[config.mk]
export PLATFORM = sky130hd
export DESIGN_NAME = vrf_writeback_arbiter_flat
export DESIGN_NICKNAME = d
export VERILOG_FILES = /design/src/rtl/vrf_writeback_arbiter_if.sv /design/src/rtl/vrf_writeback_arbiter.sv /design/src/flat_wrapper.sv
export SDC_FILE = /design/constraint.sdc
export NUM_CORES = 1
export LEC_CHECK = 0
export CAP_MARGIN = 20
export CORE_MARGIN = 2
export CORE_UTILIZATION = 30
export DETAILED_ROUTE_END_ITERATION = 16
export GPL_ROUTABILITY_DRIVEN = 0
export MAX_ROUTING_LAYER = met4
export PLACE_DENSITY = 0.67
export SKIP_LAST_GASP = 1
export SYNTH_ARGS = -nofsm -noshare
export SYNTH_HDL_FRONTEND = slang
export SYNTH_SLANG_ARGS = --single-unit
[constraint.sdc]
create_clock -name clk -period 4.1 [get_ports clk]
set_clock_uncertainty 0.05 [all_clocks]
set_input_delay 0.615 -clock clk [delete_from_list [all_inputs] [get_ports clk]]
set_output_delay 0.615 -clock clk [all_outputs]
set_load 0.05 [all_outputs]
[src/rtl/vrf_writeback_arbiter_if.sv]
// Writeback bus between the lane requesters, issue logic and the register file write port.
interface vrf_writeback_arbiter_if #(
   parameter int unsigned VREG_BITS           = 64,
   parameter int unsigned NUMBER_OF_REGISTERS = 32
);
   localparam int unsigned AW = $clog2(NUMBER_OF_REGISTERS);

   logic                           exe_valid;
   logic                           exe_ready;
   logic [AW-1:0]                  exe_dest;
   logic [VREG_BITS-1:0]           exe_data;
   logic                           ld_valid;
   logic                           ld_ready;
   logic [AW-1:0]                  ld_dest;
   logic [VREG_BITS-1:0]           ld_data;
   logic                           reserve_valid;
   logic [AW-1:0]                  reserve_dest;
   logic                           chk_valid;
   logic [AW-1:0]                  chk_addr_1;
   logic [AW-1:0]                  chk_addr_2;
   logic [AW-1:0]                  chk_addr_3;
   logic [AW-1:0]                  chk_dest;
   logic                           hazard;
   logic                           wr_enable;
   logic [AW-1:0]                  wr_destination;
   logic [VREG_BITS-1:0]           wr_data;
   logic [NUMBER_OF_REGISTERS-1:0] pending;

   modport slave (
      input  exe_valid, exe_dest, exe_data, ld_valid, ld_dest, ld_data,
             reserve_valid, reserve_dest, chk_valid, chk_addr_1, chk_addr_2,
             chk_addr_3, chk_dest,
      output exe_ready, ld_ready, hazard, wr_enable, wr_destination, wr_data, pending
   );

   modport master (
      output exe_valid, exe_dest, exe_data, ld_valid, ld_dest, ld_data,
             reserve_valid, reserve_dest, chk_valid, chk_addr_1, chk_addr_2,
             chk_addr_3, chk_dest,
      input  exe_ready, ld_ready, hazard, wr_enable, wr_destination, wr_data, pending
   );
endinterface

[src/rtl/vrf_writeback_arbiter.sv]
// Round-robin arbiter for the VRF write port with a per-register pending scoreboard.
// Optional VRF_WB_STATS_EN adds saturating conflict_count / write_count outputs.
module vrf_writeback_arbiter #(
   parameter int unsigned VREG_BITS           = 64,
   parameter int unsigned NUMBER_OF_REGISTERS = 32
) (
   input  logic                  clk,
   input  logic                  rst,
   vrf_writeback_arbiter_if.slave bus
`ifdef VRF_WB_STATS_EN
   ,
   output logic [31:0]           conflict_count,
   output logic [31:0]           write_count
`endif
);
   localparam int unsigned AW = $clog2(NUMBER_OF_REGISTERS);

   typedef enum logic {
      RR_EXE  = 1'b0,
      RR_LOAD = 1'b1
   } rr_e;

   rr_e                           rr_q, rr_d;
   logic                          conflict;
   logic                          exe_grant;
   logic                          ld_grant;

   logic                          wr_en_q, wr_en_d;
   logic [AW-1:0]                 wr_dest_q, wr_dest_d;
   logic [VREG_BITS-1:0]          wr_data_q, wr_data_d;
   logic [NUMBER_OF_REGISTERS-1:0] pending_q, pending_d;

   // Round-robin pointer: only a conflict grant moves it.
   always_ff @(posedge clk or posedge rst) begin
      if (rst) rr_q <= RR_LOAD;
      else     rr_q <= rr_d;
   end

   always_comb begin
      rr_d = rr_q;
      if (conflict) rr_d = (rr_q == RR_LOAD) ? RR_EXE : RR_LOAD;
   end

   always_comb begin
      conflict  = bus.exe_valid & bus.ld_valid;
      exe_grant = 1'b0;
      ld_grant  = 1'b0;
      if (conflict) begin
         ld_grant  = (rr_q == RR_LOAD);
         exe_grant = (rr_q == RR_EXE);
      end else begin
         exe_grant = bus.exe_valid;
         ld_grant  = bus.ld_valid;
      end
   end

   // Capture the granted write; address/data hold when idle.
   always_comb begin
      wr_en_d   = exe_grant | ld_grant;
      wr_dest_d = wr_dest_q;
      wr_data_d = wr_data_q;
      if (ld_grant) begin
         wr_dest_d = bus.ld_dest;
         wr_data_d = bus.ld_data;
      end else if (exe_grant) begin
         wr_dest_d = bus.exe_dest;
         wr_data_d = bus.exe_data;
      end
   end

   // Set after clear so a same-edge reservation supersedes the retiring write.
   always_comb begin
      pending_d = pending_q;
      if (wr_en_q)           pending_d[wr_dest_q]        = 1'b0;
      if (bus.reserve_valid) pending_d[bus.reserve_dest] = 1'b1;
   end

   always_ff @(posedge clk or posedge rst) begin
      if (rst) begin
         wr_en_q   <= 1'b0;
         wr_dest_q <= '0;
         wr_data_q <= '0;
         pending_q <= '0;
      end else begin
         wr_en_q   <= wr_en_d;
         wr_dest_q <= wr_dest_d;
         wr_data_q <= wr_data_d;
         pending_q <= pending_d;
      end
   end

   assign bus.exe_ready      = exe_grant;
   assign bus.ld_ready       = ld_grant;
   assign bus.wr_enable      = wr_en_q;
   assign bus.wr_destination = wr_dest_q;
   assign bus.wr_data        = wr_data_q;
   assign bus.pending        = pending_q;
   assign bus.hazard         = bus.chk_valid & (pending_q[bus.chk_addr_1] |
                                                pending_q[bus.chk_addr_2] |
                                                pending_q[bus.chk_addr_3] |
                                                pending_q[bus.chk_dest]);

`ifdef VRF_WB_STATS_EN
   logic [31:0] conflict_cnt_q, conflict_cnt_d;
   logic [31:0] write_cnt_q, write_cnt_d;

   always_comb begin
      conflict_cnt_d = conflict_cnt_q;
      write_cnt_d    = write_cnt_q;
      if (conflict && !(&conflict_cnt_q)) conflict_cnt_d = conflict_cnt_q + 32'(1);
      if (wr_en_q && !(&write_cnt_q))     write_cnt_d    = write_cnt_q + 32'(1);
   end

   always_ff @(posedge clk or posedge rst) begin
      if (rst) begin
         conflict_cnt_q <= '0;
         write_cnt_q    <= '0;
      end else begin
         conflict_cnt_q <= conflict_cnt_d;
         write_cnt_q    <= write_cnt_d;
      end
   end

   assign conflict_count = conflict_cnt_q;
   assign write_count    = write_cnt_q;
`endif
endmodule

[src/flat_wrapper.sv]
// flat-port wrapper written by rule: the top's interface ports become plain ports
module vrf_writeback_arbiter_flat 
#(
   parameter int unsigned VREG_BITS           = 64,
   parameter int unsigned NUMBER_OF_REGISTERS = 32
)
  (clk, rst, bus_exe_valid, bus_exe_dest, bus_exe_data, bus_ld_valid, bus_ld_dest, bus_ld_data, bus_reserve_valid, bus_reserve_dest, bus_chk_valid, bus_chk_addr_1, bus_chk_addr_2, bus_chk_addr_3, bus_chk_dest, bus_exe_ready, bus_ld_ready, bus_hazard, bus_wr_enable, bus_wr_destination, bus_wr_data, bus_pending);
  vrf_writeback_arbiter_if #(.VREG_BITS(VREG_BITS), .NUMBER_OF_REGISTERS(NUMBER_OF_REGISTERS)) bus_i ();
  input  logic clk;
  input  logic rst;
  input wire logic [$bits(bus_i.exe_valid)-1:0] bus_exe_valid;
  input wire logic [$bits(bus_i.exe_dest)-1:0] bus_exe_dest;
  input wire logic [$bits(bus_i.exe_data)-1:0] bus_exe_data;
  input wire logic [$bits(bus_i.ld_valid)-1:0] bus_ld_valid;
  input wire logic [$bits(bus_i.ld_dest)-1:0] bus_ld_dest;
  input wire logic [$bits(bus_i.ld_data)-1:0] bus_ld_data;
  input wire logic [$bits(bus_i.reserve_valid)-1:0] bus_reserve_valid;
  input wire logic [$bits(bus_i.reserve_dest)-1:0] bus_reserve_dest;
  input wire logic [$bits(bus_i.chk_valid)-1:0] bus_chk_valid;
  input wire logic [$bits(bus_i.chk_addr_1)-1:0] bus_chk_addr_1;
  input wire logic [$bits(bus_i.chk_addr_2)-1:0] bus_chk_addr_2;
  input wire logic [$bits(bus_i.chk_addr_3)-1:0] bus_chk_addr_3;
  input wire logic [$bits(bus_i.chk_dest)-1:0] bus_chk_dest;
  output wire logic [$bits(bus_i.exe_ready)-1:0] bus_exe_ready;
  output wire logic [$bits(bus_i.ld_ready)-1:0] bus_ld_ready;
  output wire logic [$bits(bus_i.hazard)-1:0] bus_hazard;
  output wire logic [$bits(bus_i.wr_enable)-1:0] bus_wr_enable;
  output wire logic [$bits(bus_i.wr_destination)-1:0] bus_wr_destination;
  output wire logic [$bits(bus_i.wr_data)-1:0] bus_wr_data;
  output wire logic [$bits(bus_i.pending)-1:0] bus_pending;
  assign bus_i.exe_valid = bus_exe_valid;
  assign bus_i.exe_dest = bus_exe_dest;
  assign bus_i.exe_data = bus_exe_data;
  assign bus_i.ld_valid = bus_ld_valid;
  assign bus_i.ld_dest = bus_ld_dest;
  assign bus_i.ld_data = bus_ld_data;
  assign bus_i.reserve_valid = bus_reserve_valid;
  assign bus_i.reserve_dest = bus_reserve_dest;
  assign bus_i.chk_valid = bus_chk_valid;
  assign bus_i.chk_addr_1 = bus_chk_addr_1;
  assign bus_i.chk_addr_2 = bus_chk_addr_2;
  assign bus_i.chk_addr_3 = bus_chk_addr_3;
  assign bus_i.chk_dest = bus_chk_dest;
  assign bus_exe_ready = bus_i.exe_ready;
  assign bus_ld_ready = bus_i.ld_ready;
  assign bus_hazard = bus_i.hazard;
  assign bus_wr_enable = bus_i.wr_enable;
  assign bus_wr_destination = bus_i.wr_destination;
  assign bus_wr_data = bus_i.wr_data;
  assign bus_pending = bus_i.pending;
  vrf_writeback_arbiter #(.VREG_BITS(VREG_BITS), .NUMBER_OF_REGISTERS(NUMBER_OF_REGISTERS)) u_core (.clk(clk), .rst(rst), .bus(bus_i));
endmodule
* Word level (Yosys, flattened, before mapping)
Index checks and enable logic that the tools add are counted.
** Cells by class
- $lt $le $gt $ge :: 8
- Bitwise operators :: 10
- Mux-type cells :: 21
- Reductions and logical operators :: 3
** Operators by type and width (number)
- 2-to-1 mux 64 bit :: 2
- 2-to-1 mux 32 bit :: 2
- less-than comparator 5 x 6 -> 1 bit, second input constant :: 6
- AND 32 bit :: 1
- NOT 32 bit :: 1
- OR 32 bit :: 1
- binary-select mux 1 bit (select 5 bit) :: 4
- demux 1 bit (select 5 bit) :: 2
- >= comparator 5 x 1 -> 1 bit, second input constant :: 2
- 2-to-1 mux 5 bit :: 2
- 2-to-1 mux 1 bit :: 9
- OR 1 bit :: 4
- AND 1 bit :: 2
- logical AND 1 bit :: 2
- nonzero test 2 bit :: 1
- NOT 1 bit :: 1
** Storage, ports and cells
- Flip-flop bits (word level) :: 103
- Word-level logic and storage cells :: 47
- Output and inout bits :: 105
- Bits of input ports :: 169

* Depth between registers and ports, before layout
- Depth after elaboration :: 9
- Mapped depth :: 7
- Mapped depth without buffers :: 6

* Least setup slack after synthesis
No wires, ideal clock.
- Path type :: input to output
- Start :: input port bus_chk_addr_1[2]
- End :: output port bus_hazard
- Setup slack :: 0.478 ns
- Path buffers :: 1
- Arrival time :: 2.957 ns
- Stages on the path :: 7
- Cells stage by stage :: clkbuf_1 -> mux4_2 -> nand2b_1 -> o311ai_0 -> nand4_1 -> or4_1 -> o41a_1
** Between the ends
- Longest elaborated chain between the ends :: 6
** RTL lines
- start: declaration :: RTL line flat_wrapper.sv:20 : input wire logic [$bits(bus_i.chk_addr_1)-1:0] bus_chk_addr_1;
- binary-select mux 1 bit (select 5 bit) :: RTL line vrf_writeback_arbiter.sv:98 : assign bus.hazard = bus.chk_valid & (pending_q[bus.chk_addr_1] |
- 2-to-1 mux 1 bit (implied by the code) :: RTL line vrf_writeback_arbiter.sv:98
- OR 1 bit :: RTL line vrf_writeback_arbiter.sv:98
- OR 1 bit :: RTL line vrf_writeback_arbiter.sv:99 : pending_q[bus.chk_addr_2] |
- OR 1 bit :: RTL line vrf_writeback_arbiter.sv:100 : pending_q[bus.chk_addr_3] |
- AND 1 bit :: RTL line vrf_writeback_arbiter.sv:98
- end: declaration :: RTL line flat_wrapper.sv:26 : output wire logic [$bits(bus_i.hazard)-1:0] bus_hazard;
No other way between the ends. The select of a mux whose other input is x is not followed.

* Worst setup path in the final report
- Start :: input port bus_chk_addr_2[2]
- End :: output port bus_hazard
** Between the ends
- Longest elaborated chain between the ends :: 6
** RTL lines
- start: declaration :: RTL line flat_wrapper.sv:21 : input wire logic [$bits(bus_i.chk_addr_2)-1:0] bus_chk_addr_2;
- binary-select mux 1 bit (select 5 bit) :: RTL line vrf_writeback_arbiter.sv:99
- 2-to-1 mux 1 bit (implied by the code) :: RTL line vrf_writeback_arbiter.sv:99
- OR 1 bit :: RTL line vrf_writeback_arbiter.sv:98
- OR 1 bit :: RTL line vrf_writeback_arbiter.sv:99
- OR 1 bit :: RTL line vrf_writeback_arbiter.sv:100
- AND 1 bit :: RTL line vrf_writeback_arbiter.sv:98
No other way between the ends. The select of a mux whose other input is x is not followed.

==> reports/summary.txt <==
outcome = complete, no violations
vias in the first global route = 5509
Mapped Area = 5740 µm²
first-pass GRT wire length = 32100 µm
slowest CP cell = or4_1
combinational family with the most area after synthesis = multiplexers
CP Capture Type = output pin
Final min period = 4000 ps
largest net degree at the start of global routing = 109
Filler Cell Count = 1770
Clock Path Buffers = 2
most frequent cells in the layout = clkdlybuf4s50_1, o21ai_0, dfrtp_1, mux2i_1, nand2_1
top post-synthesis cells by area = dfrtp_1, mux2i_1, o21ai_0
Syn Area/Cell = 10.5 µm²
antenna-violating nets left = 0
Util after Layout = 48.5%
via density per instance = 5.30
Yosys cell types = 48
GRT Total Usage = 21.8%
Area Growth Syn to Fin = 58.4%
final wirelength = 21500 µm
total CTS buffers = 9
Hold Startpoint = u_core.rr_q$_DFFE_PP1P_
family with the most delay on the worst path = buffers and inverters
worst slew pin tran = 937 ps
hold path cells = 1
CP Buf/Inv Count = 3
r2r endpoint = u_core.bus.wr_destination[0]$_DFFE_PP0P_
DRT iter0 DRCs = 330
R2R Setup Slk = 1740 ps
Worst R2R Path Depth = 4
layout cell share with drive strength beyond 1 = 9.49%
Remaining Overflow, GRT = 0
die width = 142 µm
Reg clk slew, reported paths = 70 ps
Starting Density = 30.6%
Total Die Area = 20300 µm²
Ys Warns = 0
antenna violations before repair = 2
register area share after synthesis = 44.9%
Post-Synth Adder-Cell Area = 0%
H-tree Lvls = 3
synthesized flop and latch total = 103
unrepaired setup endpoints after global routing = no
clock sink count = 103
Rows = 50
leading area contributor after synthesis = dfrtp_1
CTS Hold Bufs = 0
Crit Path Max Fanout = 6
number of post-CTS setup repair buffers = 0
clock root buffer = clkbuf_16
vias = 5604
CTS tree = done
die height = 142 µm
worst min-delay path class = reg -> reg
maximum VDD drop = 0.280 mV
Post-Syn Nets = 717
cell mode on critical path = buf_4
Req. time, crit path = 3430 ps
detailed placement HPWL = 16500 µm
drt wl/cell = 20.3 µm
total power = 0.00614 W
CP startpoint kind = input port
Top-Level Pins = 274
Core Region = 18800 µm²
commonest non-fill, non-tap cell in the layout = clkdlybuf4s50_1
complex-gate fraction of the synthesized area = 14.1%
Critical Path AT = 3340 ps
Max-Cap Viols = 0
XOR/XNOR share of the synthesized area = 0.153%
drt first pass iters = 4
post-synthesis simple-gate area fraction = 12.4%
Nets = 986
post-synthesis mux area share = 24.8%
CP cell instances = clkdlybuf4s50_1 -> buf_4 -> mux4_2 -> and4b_1 -> a31oi_1 -> nand4_1 -> or4_1 -> o41a_1 -> buf_4
kind of critical path = in -> out
Worst Hold End = u_core.rr_q$_DFFE_PP1P_
crit share post-route = 97.6%
top-area cell type share of the netlist area = 44.5%
post-CTS sizing = 1
Syn Inst Count = 548
Hold Vio Cnt, Final = 0
relative slew slack = 37.6%
Reg-to-Reg Start = u_core.rr_q$_DFFE_PP1P_
peak per-stage delay on the critical path = 550 ps
Highest Clock Rate = 250 MHz
Pwr Density = 675 nW/µm²
Max Slew Vio Count = 0
leakage = 3.64 nW
DRC viols = 0
final setup fails = 0
I/O Buffers = 273
worst skew pair latency = 360 ps
metrics by stage:
stage / hold slack [ps] / cell area [µm²] / std cells / setup TNS (ps) / worst slack [ps]
2_1_floorplan: 422 / 5740 / 548 / 0 / 478
3_3_place_gp: 451 / 8780 / 1040 / 0 / 23.1
3_5_place_dp: 465 / 8780 / 1040 / -11.7 / -11.7
4_1_cts: 475 / 9090 / 1056 / 0 / 114
5_1_grt: 486 / 9090 / 1058 / 0 / 22.5
6_report: 471 / 9090 / 1058 / 0 / 97.2
worst reg2reg max path, cell delays in order, from the launching register on:
cell      delay (ps)
dfstp_2          570
nand2b_1         170
and2_4           340
buf_4            760
o21ai_0          310
how the worst max path moves through the flow:
stage          cells after the start    endpoint  slack [ps]         startpoint
6_report                           9  bus_hazard         100  bus_chk_addr_2[2]
5_1_grt                            9  bus_hazard          20  bus_chk_addr_2[2]
4_1_cts                            9  bus_hazard         110  bus_chk_addr_2[2]
3_5_place_dp                       8  bus_hazard         -10    bus_chk_dest[4]
3_3_place_gp                       8  bus_hazard          20    bus_chk_dest[4]
2_1_floorplan                      7  bus_hazard         480  bus_chk_addr_1[2]
routing by layer:
layer / vias up / wire length [µm] / part of all wire (%) / GRT usage (%)
li1: 2560 / - / - / -
met1: 2669 / 7980 / 37 / 23.9
met2: 322 / 10100 / 47 / 34.8
met3: 53 / 2440 / 11 / 7.60
met4: 0 / 996 / 4.6 / 11.6
met5: - / 0 / 0 / -
cell type report:
class                      instances  area, µm²  area share [%]
sequential                       103       2580            28.4
timing repair buffer             297       2920            32.2
clock inverter                     4       51.3           0.564
antenna                            2       5.00          0.0550
inverter                           4       17.5           0.193
clock buffer                      12        256            2.82
multi-input combinational        402       2970            32.6
tap                              234        293            3.22
power by group:
part           total (W)  internal [W]  switching (W)
Combinational    0.00336       0.00130        0.00206
Sequential       0.00188       0.00138       0.000506
Clock           0.000901      0.000509       0.000392
logic make-up after synthesis:
kind of cell,Yosys count
xor+xnor,1
mux,109
simple gates,141
flops,103
buf+inv,43
compound gates,151
flip-flops by register name, summed over array words and instances, names as in the netlist:
signal,cells
u_core.rr_q,1
u_core.bus.wr_enable,1
u_core.bus.wr_destination,5
u_core.bus.wr_data,64
u_core.bus.pending,32
synth_stat cells (all sizes together):
library cell / instances
mux4: 25
nand3: 6
and4b: 1
or3: 2
a311o: 1
buf: 13
a211oi: 3
xnor2: 1
mux2: 4
nand3b: 12
nor4bb: 1
nand2b: 5
or4: 2
o311ai: 2
a22o: 2
nand4: 5
nor4b: 1
nor3: 4
or2: 1
nor2: 10
dfstp: 1
o22ai: 2
mux2i: 80
nand2: 75
nand4b: 3
a211o: 1
o41a: 1
and2: 1
a32o: 1
a21oi: 4
a2111oi: 1
and2b: 1
nor2b: 5
inv: 4
nor3b: 2
or3b: 4
clkbuf: 26
dfrtp: 102
o21ai: 131
a31oi: 1
a21boi: 1
Note: power is estimated with default switching activity, not from simulation.
